==> src/rtl/vm_pkg.sv <==
// Shared types and coin helpers for the multi-item vending controller.
// The optional auth gating is selected with the VM_AUTH_EN macro in vending_machine_multi.
package vm_pkg;

  typedef enum logic [1:0] {StIdle, StCredit, StVend, StChange} state_e;

  // One-hot coin select, bit order {quarter, dime, nickel}
  typedef enum logic [2:0] {
    CoinNone    = 3'b000,
    CoinNickel  = 3'b001,
    CoinDime    = 3'b010,
    CoinQuarter = 3'b100
  } coin_e;

  localparam int unsigned NICKEL_U  = 1;
  localparam int unsigned DIME_U    = 2;
  localparam int unsigned QUARTER_U = 5;

  function automatic coin_e greedy_coin(input int unsigned credit);
    if (credit >= QUARTER_U) return CoinQuarter;
    if (credit >= DIME_U)    return CoinDime;
    if (credit >= NICKEL_U)  return CoinNickel;
    return CoinNone;
  endfunction

  function automatic int unsigned coin_units(input coin_e coin);
    case (coin)
      CoinNickel:  return NICKEL_U;
      CoinDime:    return DIME_U;
      CoinQuarter: return QUARTER_U;
      default:     return 0;
    endcase
  endfunction

endpackage

==> src/rtl/vm_change_unit.sv <==
// Combinational greedy change selector: picks the largest coin not exceeding the
// credit and returns the credit remaining after that coin is paid out.
module vm_change_unit
  import vm_pkg::*;
#(
  parameter int unsigned CREDIT_W = 8
) (
  input  logic [CREDIT_W-1:0] credit_in,
  output coin_e               coin_sel,
  output logic [CREDIT_W-1:0] credit_next
);

  assign coin_sel    = greedy_coin(32'(credit_in));
  assign credit_next = credit_in - CREDIT_W'(coin_units(coin_sel));

endmodule

==> src/rtl/vending_machine_multi.sv <==
// Multi-item vending controller: coin credit, priced selection, greedy change/refund.
// Define VM_AUTH_EN to gate coins/selections on auth and refund when auth drops.
module vending_machine_multi
  import vm_pkg::*;
#(
  parameter int unsigned NUM_ITEMS  = 4,
  parameter int unsigned CREDIT_W   = 8,
  parameter int unsigned MAX_CREDIT = 40
) (
  input  logic                            clk,
  input  logic                            reset,
  input  logic                            nickel,
  input  logic                            dime,
  input  logic                            quarter,
  input  logic                            auth,
  input  logic                            sel_valid,
  input  logic [$clog2(NUM_ITEMS)-1:0]    sel_item,
  input  logic                            cancel,
  input  logic [NUM_ITEMS*CREDIT_W-1:0]   price_tbl,
  input  logic [NUM_ITEMS-1:0]            item_avail,
  output logic                            dispense,
  output logic [$clog2(NUM_ITEMS)-1:0]    dispense_item,
  output logic                            nickel_out,
  output logic                            dime_out,
  output logic                            quarter_out,
  output logic                            change_busy,
  output logic [CREDIT_W-1:0]             credit,
  output logic                            coin_reject,
  output logic                            sel_error
);

  localparam int unsigned SelW = $clog2(NUM_ITEMS);

  state_e              state_q, state_d;
  logic [CREDIT_W-1:0] credit_q, credit_d;
  logic [SelW-1:0]     item_q, item_d;
  logic                dispense_q, dispense_d;
  coin_e               coin_out_q, coin_out_d;
  logic                busy_q, busy_d;
  logic                reject_q, reject_d;
  logic                sel_err_q, sel_err_d;

  logic auth_ok;
`ifdef VM_AUTH_EN
  assign auth_ok = auth;
`else
  logic unused_auth;
  assign unused_auth = auth;
  assign auth_ok     = 1'b1;
`endif

  // Price and stock of the selected item; out-of-range indices match nothing.
  logic [CREDIT_W-1:0] price;
  logic                item_ok;
  always_comb begin
    price   = '0;
    item_ok = 1'b0;
    for (int i = 0; i < NUM_ITEMS; i++) begin
      if (sel_item == SelW'(i)) begin
        price   = price_tbl[i*CREDIT_W +: CREDIT_W];
        item_ok = item_avail[i];
      end
    end
  end

  logic [CREDIT_W:0] coin_val, coin_sum;
  logic              coin_any, coin_ok;
  always_comb begin
    coin_val = '0;
    unique case ({quarter, dime, nickel})
      3'b001:  coin_val = (CREDIT_W+1)'(NICKEL_U);
      3'b010:  coin_val = (CREDIT_W+1)'(DIME_U);
      3'b100:  coin_val = (CREDIT_W+1)'(QUARTER_U);
      default: coin_val = '0;
    endcase
  end
  assign coin_any = nickel | dime | quarter;
  assign coin_sum = {1'b0, credit_q} + coin_val;
  assign coin_ok  = auth_ok && (coin_val != '0) && (coin_sum <= (CREDIT_W+1)'(MAX_CREDIT));

  coin_e               chg_coin;
  logic [CREDIT_W-1:0] chg_credit;
  vm_change_unit #(
    .CREDIT_W (CREDIT_W)
  ) u_change (
    .credit_in   (credit_q),
    .coin_sel    (chg_coin),
    .credit_next (chg_credit)
  );

  logic emit;
  always_comb begin
    state_d    = state_q;
    credit_d   = credit_q;
    item_d     = item_q;
    dispense_d = 1'b0;
    coin_out_d = CoinNone;
    reject_d   = coin_any;
    sel_err_d  = 1'b0;
    emit       = 1'b0;

    unique case (state_q)
      StIdle, StCredit: begin
        if (state_q == StCredit && (cancel || !auth_ok)) begin
          emit = 1'b1;
        end else if (sel_valid) begin
          if (auth_ok && item_ok && credit_q >= price) begin
            credit_d   = credit_q - price;
            item_d     = sel_item;
            dispense_d = 1'b1;
            state_d    = StVend;
          end else begin
            sel_err_d = 1'b1;
          end
        end else if (coin_ok) begin
          credit_d = coin_sum[CREDIT_W-1:0];
          reject_d = 1'b0;
          state_d  = StCredit;
        end
      end
      StVend: begin
        if (credit_q != '0) emit = 1'b1;
        else                state_d = StIdle;
      end
      StChange: emit = 1'b1;
    endcase

    // Coins are paid on the edge that leaves VEND or takes the cancel, so no gap cycle.
    if (emit) begin
      coin_out_d = chg_coin;
      credit_d   = chg_credit;
      state_d    = (chg_credit == '0) ? StIdle : StChange;
    end
    busy_d = emit || (state_d == StVend);
  end

  always_ff @(posedge clk or negedge reset) begin
    if (!reset) begin
      state_q    <= StIdle;
      credit_q   <= '0;
      item_q     <= '0;
      dispense_q <= 1'b0;
      coin_out_q <= CoinNone;
      busy_q     <= 1'b0;
      reject_q   <= 1'b0;
      sel_err_q  <= 1'b0;
    end else begin
      state_q    <= state_d;
      credit_q   <= credit_d;
      item_q     <= item_d;
      dispense_q <= dispense_d;
      coin_out_q <= coin_out_d;
      busy_q     <= busy_d;
      reject_q   <= reject_d;
      sel_err_q  <= sel_err_d;
    end
  end

  assign dispense      = dispense_q;
  assign dispense_item = dispense_q ? item_q : '0;
  assign nickel_out    = coin_out_q[0];
  assign dime_out      = coin_out_q[1];
  assign quarter_out   = coin_out_q[2];
  assign change_busy   = busy_q;
  assign credit        = credit_q;
  assign coin_reject   = reject_q;
  assign sel_error     = sel_err_q;

endmodule
==> config.mk <==
export PLATFORM = sky130hd
export DESIGN_NAME = vending_machine_multi
export DESIGN_NICKNAME = d
export VERILOG_FILES = /design/src/rtl/vm_pkg.sv /design/src/rtl/vm_change_unit.sv /design/src/rtl/vending_machine_multi.sv
export SDC_FILE = /design/constraint.sdc
export NUM_CORES = 1
export LEC_CHECK = 0
export ABC_CLOCK_PERIOD_IN_PS = 3300
export BUFFER_PORTS_ARGS = -buffer_cell sky130_fd_sc_hd__buf_4
export CAP_MARGIN = 10
export CORE_ASPECT_RATIO = 0.7
export CORE_UTILIZATION = 53
export DETAILED_ROUTE_END_ITERATION = 6
export MAX_ROUTING_LAYER = met4
export PLACE_DENSITY = 0.79
export SLEW_MARGIN = 20
export SYNTH_ARGS = -nofsm -noshare
export SYNTH_HDL_FRONTEND = slang
export SYNTH_SLANG_ARGS = --single-unit
==> constraint.sdc <==
create_clock -name clk -period 3.3 [get_ports clk]
set_input_delay 0.33 -clock clk [delete_from_list [all_inputs] [get_ports clk]]
set_output_delay 0.33 -clock clk [all_outputs]
set_load 0.01 [all_outputs]
==> summary.txt <==
register area share after synthesis -> 22.29%
register bit total from synthesis -> 19
Max rail drop VDD -> 0.0004692 V
CP max FO -> 12
io pins -> 63
Top cell by count, worst path -> o2111ai_1
Initial Util -> 57.76%
asr flop ratio synth -> 100.0%
Synth top area share -> 22.29%
crit path DAT -> 3190 ps
max cap viols -> 0
status -> finished clean
unrepaired setup endpoints after global routing -> false
clock skew -> 9.445 ps
port bufs -> 61
fin crit share -> 92.73%
Wirelength per Cell -> 16.11 um
YS warnings -> 0
Netlist Area Pre-Place -> 0.002133 sq mm
top post-synthesis cells by area -> dfrtp_1 (22%), mux4_2 (9.5%), ha_1 (8.2%), xnor2_1 (4.5%), nor2_1 (3.7%)
Area Growth Syn to Fin -> 25.22%
nature of the critical path startpoint -> input port
row count -> 18
Die Wd -> 77.83 um
H-tree lvl count -> 1
Die Area -> 0.004287 sq mm
synth unique cells -> 60
global-route wire length before repair -> 8652 um
Syn Nets -> 297
routed vias/inst -> 5.922
Synth Flop Type -> dfrtp_1
WP data required -> 3430 ps
Final ANT Viol Nets -> 0
initial antenna violation count -> 0
largest net degree at the start of global routing -> 20
setup TNS -> 0 ps
Post-Route WL -> 5590 um
ANT cells -> 0
Leakage -> 1.185 nW
most common cell in the netlist -> nor2_1
Fmax -> 326.8 MHz
layout cells sized above 1 -> 34.01%
routability congestion estimate -> 0.9239
Initial DRC Count -> 105
clk sinks -> 19
Crit path largest cell delay -> 520 ps
crit path time final -> 3060 ps
CTS Buf Count -> 3
post-CTS setup buffers -> 0
Detailed Routing Iterations Pass 1 -> 4
Setup violations, final -> 0
vias in the first global route -> 1869
Synth Area per Inst -> 9.117 sq um
Worst Slack Setup Final -> 239.8 ps
CTS Buffer Depth -> 2
crit end category -> flip-flop
DRC -> 0
final global-route overflow total -> 0
Relative slew margins -> 66.41%
Clock Latency Late Sink -> 260 ps
post-synth top area cell -> dfrtp_1
critical path class -> input port to flip-flop
root buffer cell -> clkbuf_8
Final Util -> 72.32%
final hold violation count -> 0
Syn Inst Count -> 234
Synth top cells by count -> nor2_1 (21), dfrtp_1 (19), nand2_1 (19)
Critical-path top delay cell -> mux4_2
Post-synth EDFFs -> 0
worst slack, placed -> 55.67 ps
P per Cell Area -> 726.8 mW/mm^2
max-slew violations -> 0
Clock Pin Slew Worst Setup and Hold Paths -> 80 ps
final net count -> 361
Hold WC Path Type -> input port to flip-flop
GRT Overall Usage -> 28.35%
DP HPWL -> 4383 um
TritonCTS clock tree -> built
Die Y -> 55.08 um
Slew @ Worst Pin -> 503.8 ps
area of the core -> 0.003694 sq mm
worst-path cell chain -> buf_4, mux4_2, ha_1, fa_1, nor2b_1, o2111ai_1, nand3b_1, o2111ai_1, o21a_2, a311o_1, o21bai_1
total power -> 0.001941 W
via count -> 2055
[cell families (layout without fill, tap and decap cells)]
logic type | Yosys count | after routing | synth area share [%]
buffers and inverters | 27 | 90 | 7.390
AND/OR/NAND/NOR | 92 | 92 | 23.11
AO/OA/AOI/OAI | 51 | 51 | 18.42
flip-flops | 19 | 19 | 22.29
XOR/XNOR | 13 | 13 | 5.337
multiplexers | 15 | 15 | 12.43
adder cells (fa/ha/maj) | 17 | 17 | 11.03
[sequential cells by signal, summed over array words and instances, names as in the netlist]
signal and count:
dispense 1, sel_error 1, state_q 2, change_busy 1, item_q 2, coin_out_q 3
coin_reject 1, credit 8
[timing repair]
action	CTS	global route
resized for setup	0	0
endpoints found under the hold margin	19	0
hold buffers	1	0
[cell usage in the layout, fill, tap and decap left out, types with 4 or more instances in the layout]
cell type,instances
a21oi_1,11
and2_1,5
buf_4,69
dfrtp_1,19
ha_1,14
inv_1,16
mux2i_1,4
mux4_2,9
nand2_1,19
nand3_1,6
nor2_1,21
nor2b_1,4
nor3_1,10
nor3b_1,4
o21ai_0,8
o221ai_1,4
xnor2_1,11
[stage by stage]
step,instance area [sq um],std cells,hold slack (ps)
after CTS,2671,347,405.5
after global placement,2616,342,214.8
final,2671,347,400.8
after detailed placement,2616,342,213.7
after floorplan,2133,234,34.41
after global routing,2671,347,407.8
[area by class of cell]
class	count	area (sq um)
fillers	314	1022
flip-flops and latches	19	475.5
clock buffers	4	45.04
inverters	16	60.06
well taps	50	62.56
repair buffers	70	528.0
multi-input cells	188	1500
[routing by layer]
layer  vias to the layer above  part of all wire, %  track usage [%]
li1                        983                    -                -
met1                       981                   46            35.16
met2                        81                   45            47.35
met3                        10                  7.3            6.066
met4                         0                  1.2            9.434
met5                         -                    0                -
[critical path, delay by kind of cell]
kind	cells	cell delay (ps)
buffers and inverters	1	160
adder cells (fa/ha/maj)	2	650
AND/OR/NAND/NOR	2	360
AO/OA/AOI/OAI	5	1180
multiplexers	1	520
[final timing paths]
| path | startpoint | to | slack, ps | cells after the start |
|---|---|---|---|---|
| max | sel_item[0] | credit[5]$_DFFE_PN0P_ | 240 | 11 |
| min | cancel | state_q[0]$_DFF_PN0_ | 400 | 4 |
| max reg2reg | credit[0]$_DFFE_PN0P_ | credit[5]$_DFFE_PN0P_ | 400 | 12 |
| min reg2reg | item_q[1]$_DFFE_PN0P_ | item_q[1]$_DFFE_PN0P_ | 510 | 1 |
| max in group asynchronous | reset | credit[5]$_DFFE_PN0P_ | 2600 | 2 |
| min in group asynchronous | reset | state_q[0]$_DFF_PN0_ | 490 | 2 |
[where the power goes]
| part | internal (W) | leakage (nW) | total, W | switching, W |
|---|---|---|---|---|
| clock | 0.0000858 | 0.0228 | 0.000163 | 0.0000776 |
| sequential | 0.000298 | 0.219 | 0.000369 | 0.0000711 |
| combinational | 0.000627 | 0.943 | 0.00141 | 0.000783 |
| total | 0.00101 | 1.18 | 0.00194 | 0.000931 |
Power figures use the tool's default switching activity.
